File: config.mk
export PLATFORM = sky130hd
export DESIGN_NAME = seq_bin2bcd
export DESIGN_NICKNAME = d
export VERILOG_FILES = /design/src/rtl/seq_bin2bcd.sv
export SDC_FILE = /design/constraint.sdc
export NUM_CORES = 1
export LEC_CHECK = 0
export CORE_MARGIN = 2
export CORE_UTILIZATION = 33
export DETAILED_ROUTE_END_ITERATION = 8
export PLACE_DENSITY_LB_ADDON = 0.1
export SLEW_MARGIN = 30
export SYNTH_ARGS = -nofsm -noshare
export SYNTH_HDL_FRONTEND = slang
export SYNTH_SLANG_ARGS = --single-unit
File: constraint.sdc
create_clock -name clk -period 4.76 [get_ports clk]
set_clock_uncertainty 0.05 [all_clocks]
set_input_delay 0.952 -clock clk [delete_from_list [all_inputs] [get_ports clk]]
set_output_delay 0.952 -clock clk [all_outputs]
set_load 0.01 [all_outputs]
File: src/rtl/seq_bin2bcd.sv
// seq_bin2bcd: multi-cycle binary-to-BCD converter, one bit per clock.
// Shift-add-3 (double dabble) with ready/valid on both sides.
//
// Parameters:
//   BIN_W   binary input width (>=2)
//   DIGITS  BCD digits; must cover 2^BIN_W-1 (checked at elaboration)
// Ports:
//   clk, rst        clock, synchronous active-high reset
//   in_valid/ready  input handshake; in_ready high only while idle
//   in_data         binary operand
//   out_valid/ready output handshake; result held until accepted
//   out_bcd         packed BCD, digit k at [4k+3:4k]
//   out_ndigits     significant digit count, 1..DIGITS
//   out_neg         sign of the operand (signed build), else 0
// Build option:
//   SEQ_BIN2BCD_SIGNED_EN  treat in_data as two's complement and
//                          convert its magnitude
module seq_bin2bcd #(
  parameter int BIN_W  = 8,
  parameter int DIGITS = 3
) (
  input  logic                         clk,
  input  logic                         rst,
  input  logic                         in_valid,
  output logic                         in_ready,
  input  logic [BIN_W-1:0]             in_data,
  output logic                         out_valid,
  input  logic                         out_ready,
  output logic [4*DIGITS-1:0]          out_bcd,
  output logic [$clog2(DIGITS+1)-1:0]  out_ndigits,
  output logic                         out_neg
);

  localparam int BW   = 4 * DIGITS;
  localparam int CNTW = $clog2(BIN_W + 1);
  localparam int NDW  = $clog2(DIGITS + 1);

  // Digits needed for 2^n-1 equals ceil(n*log10(2)); the scaled
  // constant slightly exceeds log10(2) so the ceiling never comes short.
  function automatic int min_digits(input int n);
    logic [63:0] t;
    t = 64'(n) * 64'd301029996;
    return int'((t + 64'd999999999) / 64'd1000000000);
  endfunction

  if (BIN_W < 2) begin : g_bad_w
    $error("seq_bin2bcd: BIN_W must be >= 2");
  end
  if (DIGITS < min_digits(BIN_W)) begin : g_bad_d
    $error("seq_bin2bcd: DIGITS too small for BIN_W");
  end

  typedef enum logic [1:0] {
    IDLE  = 2'd0,
    SHIFT = 2'd1,
    DONE  = 2'd2
  } state_t;

  state_t            r_state;
  logic [BIN_W-1:0]  r_shift;
  logic [BW-1:0]     r_work;
  logic [CNTW-1:0]   r_cnt;
  logic              r_sign;
  logic              r_in_ready;
  logic              r_out_valid;
  logic [BW-1:0]     r_out_bcd;
  logic [NDW-1:0]    r_out_nd;
  logic              r_out_neg;

  logic [BIN_W-1:0]  w_mag;
  logic              w_sign;
  logic [BW-1:0]     w_adj;
  logic [BW-1:0]     w_next;
  logic [NDW-1:0]    w_nd;
  logic              w_unused;

`ifdef SEQ_BIN2BCD_SIGNED_EN
  // Unsigned BIN_W-bit negate: the most negative value maps
  // onto its own bit pattern, which read unsigned is 2^(BIN_W-1).
  assign w_sign = in_data[BIN_W-1];
  assign w_mag  = w_sign ? (~in_data + BIN_W'(1)) : in_data;
`else
  assign w_sign = 1'b0;
  assign w_mag  = in_data;
`endif

  // Pre-shift correction: digits >= 5 would exceed 9 after doubling.
  always_comb begin
    w_adj = r_work;
    for (int k = 0; k < DIGITS; k++) begin
      if (r_work[4*k +: 4] >= 4'd5) begin
        w_adj[4*k +: 4] = r_work[4*k +: 4] + 4'd3;
      end
    end
  end

  assign w_next = {w_adj[BW-2:0], r_shift[BIN_W-1]};

  // The DIGITS bound guarantees the top bit is never set here.
  assign w_unused = w_adj[BW-1];

  // Highest nonzero digit of the final value; zero reports one digit.
  always_comb begin
    w_nd = NDW'(1);
    for (int k = 0; k < DIGITS; k++) begin
      if (w_next[4*k +: 4] != 4'd0) begin
        w_nd = NDW'(k + 1);
      end
    end
  end

  always_ff @(posedge clk) begin
    if (rst) begin
      r_state     <= IDLE;
      r_shift     <= '0;
      r_work      <= '0;
      r_cnt       <= '0;
      r_sign      <= 1'b0;
      r_in_ready  <= 1'b1;
      r_out_valid <= 1'b0;
      r_out_bcd   <= '0;
      r_out_nd    <= NDW'(1);
      r_out_neg   <= 1'b0;
    end else begin
      unique case (r_state)
        IDLE: begin
          if (in_valid) begin
            r_shift    <= w_mag;
            r_work     <= '0;
            r_cnt      <= CNTW'(BIN_W);
            r_sign     <= w_sign;
            r_in_ready <= 1'b0;
            r_state    <= SHIFT;
          end
        end
        SHIFT: begin
          r_work  <= w_next;
          r_shift <= {r_shift[BIN_W-2:0], 1'b0};
          r_cnt   <= r_cnt - CNTW'(1);
          if (r_cnt == CNTW'(1)) begin
            r_out_bcd   <= w_next;
            r_out_nd    <= w_nd;
            r_out_neg   <= r_sign;
            r_out_valid <= 1'b1;
            r_state     <= DONE;
          end
        end
        DONE: begin
          if (out_ready) begin
            r_out_valid <= 1'b0;
            r_in_ready  <= 1'b1;
            r_state     <= IDLE;
          end
        end
        default: begin
          r_out_valid <= 1'b0;
          r_in_ready  <= 1'b1;
          r_state     <= IDLE;
        end
      endcase
    end
  end

  assign in_ready    = r_in_ready;
  assign out_valid   = r_out_valid;
  assign out_bcd     = r_out_bcd;
  assign out_ndigits = r_out_nd;
  assign out_neg     = r_out_neg;

endmodule

==> flow_metrics.py <==
metrics = {
    "clocking": {
        "clock-sinks": 42,
        "post_cts_resized": 0,
        "clock_latency_ns": 0.29,
        "cts_buffer_depth": 2,
        "root_buffer": "clkbuf_8",
        "htree_levels": 2,
        "clkTransAtPathRegs_ns": 0.08,
        "cts_made_buffers": 5,
        "cts_tree": "built",
        "cts_setup_buffers": 0,
        "cts_hold_buf": 0,
    },
    "power": {
        "power.leakage_nw": 0.891,
        "vdd.ir_drop.worst_mv": 0.107,
        "p_total_w": 0.000705,
        "pwr_density_cell_nw_per_um2": 292,
    },
    "critical_path": {
        "path_class": "register to register",
        "path_max_fanout": 18,
        "cp-start-kind": "register",
        "crit_required_ns": 4.90,
        "critPathArrivalTime_ns": 2.62,
        "cp-end-kind": "register",
    },
    "grt": {
        "grt.overflow.total": 0,
        "grt_max_degree": 30,
        "grt.total_usage_pct": 15.0,
        "antenna_found_initial": 0,
        "grt_pass1_vias": 1666,
        "grt_pass1_wl_um": 7760,
    },
    "synthesis": {
        "synth_commonest_cells": "53 x nor2_1, 42 x dfxtp_1, 28 x a21oi_1",
        "syn_inst": 259,
        "synthArstFlopShare_pct": 0,
        "synth_area_um2": 2010,
        "yosysMostFrequentCell": "nor2_1",
        "synth.area.top_cells": "dfxtp_1 42%, nor2_1 9.9%, a21oi_1 7.0%",
        "ys.warnings.count": 0,
        "synthSimpleGateAreaFrac_pct": 27.7,
        "synth.distinct_cells": 33,
        "synth-xor-area-share_pct": 1.31,
        "ys_ff_latch": 42,
        "synth_top_family_by_area": "simple AND/OR/NAND/NOR gates",
        "synth_top_area_share_pct": 41.8,
        "ys_seq_area_share_pct": 41.8,
        "synth_mux_area_share_pct": 2.55,
        "avgSynthCellArea_um2": 7.77,
        "synth-edff-count": 0,
        "synth_fa_ha_area_share_pct": 4.97,
        "synth_top_area_cell": "dfxtp_1",
        "synth_ff_type": "dfxtp_1",
        "syn_nets": 279,
        "synth-compound-area-share_pct": 16.1,
    },
    "detailed_routing": {
        "totalWireLength_um": 4400,
        "first_pass_iters": 4,
        "vias_per_cell": 4.97,
        "drtAntennaViolNets": 0,
        "vias": 1758,
        "drc": 0,
        "post_drt_wl_per_cell_um": 12.4,
        "drtIter0Drc": 84,
    },
    "floorplan": {
        "fp.dieW_um": 82.1,
        "rows": 28,
        "die_area_um2": 6740,
        "pin_count": 29,
        "start_util_pct": 34.0,
        "fp.dieH_um": 82.1,
        "core_um2": 5920,
    },
    "sta": {
        "period_share_pct": 52.2,
        "hold_violations": 0,
        "rsz0062_at_grt": "false",
        "tightestPinTransition_ns": 0.637,
        "setup_viol": 0,
        "fmax_mhz": 402,
        "fin_setup_tns_ns": 0,
        "finalMaxSlewViolations": 0,
        "min_period_ns": 2.49,
        "relSlewSlack_pct": 57.5,
    },
    "place": {
        "routabilityCongestion": 0.805,
        "detailed_place_hpwl_um": 2980,
        "place_area_um2": 2320,
        "portBuffers": 27,
        "numPlacedInstances": 346,
    },
    "run_status": {
        "status": "finished clean",
    },
    "cells_and_area": {
        "area_growth_pct": 19.8,
        "instances_no_fill": 354,
        "num_antenna_cells": 0,
        "fin_area_um2": 2410,
        "fin_nets": 298,
        "drive_above_1_share_pct": 5.02,
    },
    "run": {
        "cap_violations": 0,
    },
    "hold_path": {
        "min_path_type": "register to register",
    },
}
## worst max-delay path: stages, from the launching register on
cell     delay, ns
dfxtp_1       0.52
nor2b_4       0.39
and3_1        0.61
nand2_2       0.14
or4_1         0.52
o32a_1        0.16
## through the flow
step | util [%] | setup WS (ns) | hold WS [ns]
after global placement | 39.1 | 2.14 | 0.394
final | 40.7 | 2.27 | 0.404
after CTS | 40.7 | 2.22 | 0.410
after detailed placement | 39.1 | 2.13 | 0.397
after floorplan | - | 2.57 | 0.387
after global routing | 40.7 | 2.04 | 0.423
## cell families after synthesis
family,count (synthesis)
adders and majority gates,8
other,1
muxes,5
buffers and inverters,26
xor gates and xnor gates,3
and+or+nand+nor,119
AOI/OAI and AO/OA,55
DFF,42
## final timing paths
kind / from / end / slack (ns) / depth (start not counted)
max: r_state[1] / out_ndigits[0] / 2.27 / 5
min: out_bcd[6] / out_bcd[6] / 0.40 / 2
max reg2reg: r_state[1] / out_ndigits[0] / 2.27 / 5
min reg2reg: out_bcd[6] / out_bcd[6] / 0.40 / 2
## area by class of cell
cell class                      instances  area [um^2]
Sequential cell                        42          841
Inverter                                9         33.8
Multi-Input combinational cell        191         1060
Fill cell                             631         3510
Timing Repair Buffer                   29          285
Clock inverter                          2         12.5
Tap cell                               75         93.8
Clock buffer                            6         82.6
## sequential cells by signal, indices dropped and copies added, names as in the netlist
| register | cells |
|---|---|
| out_bcd | 12 |
| r_cnt | 4 |
| r_state | 2 |
| r_work | 12 |
| in_ready | 1 |
| out_ndigits | 2 |
| out_valid | 1 |
| r_shift | 8 |
## where the power goes
| group | internal, W | total, W | leakage, nW | switching (W) |
|---|---|---|---|---|
| Sequential | 0.000365 | 0.000376 | 0.342 | 0.0000105 |
| Combinational | 0.0000396 | 0.0000875 | 0.502 | 0.0000479 |
| Clock | 0.000117 | 0.000241 | 0.0472 | 0.000125 |
## cell usage in the layout, fill, tap and decap left out, drive strengths merged
master | synthesis | final
nand3b | 3 | 3
nor2b | 7 | 7
o21bai | 1 | 1
nor4bb | 1 | 1
clkinvlp | 0 | 1
nor3 | 15 | 15
mux2i | 4 | 4
dfxtp | 42 | 42
conb | 1 | 1
nand2b | 9 | 9
xnor2 | 3 | 3
nand2 | 21 | 21
a2bb2oi | 1 | 1
mux2 | 1 | 1
and3 | 1 | 1
inv | 9 | 9
or4 | 1 | 1
o21ai | 9 | 9
a21oi | 28 | 28
a211oi | 5 | 5
clkbuf | 11 | 6
o32a | 1 | 1
ha | 8 | 8
a22oi | 10 | 10
and2 | 1 | 1
nor2 | 53 | 53
clkinv | 0 | 1
clkdlybuf4s50 | 0 | 27
nand3 | 4 | 4
buf | 6 | 2
nor3b | 2 | 2
or2 | 1 | 1
## per-layer routing
metal	GRT usage (%)	wire, um	vias to the layer above
met1	19.9	2240	811
met2	23.8	1930	31
met4	5.00	74	0
li1	-	-	909
met5	0	0	-
met3	3.59	154	7
(Power assumes the default switching activity.)
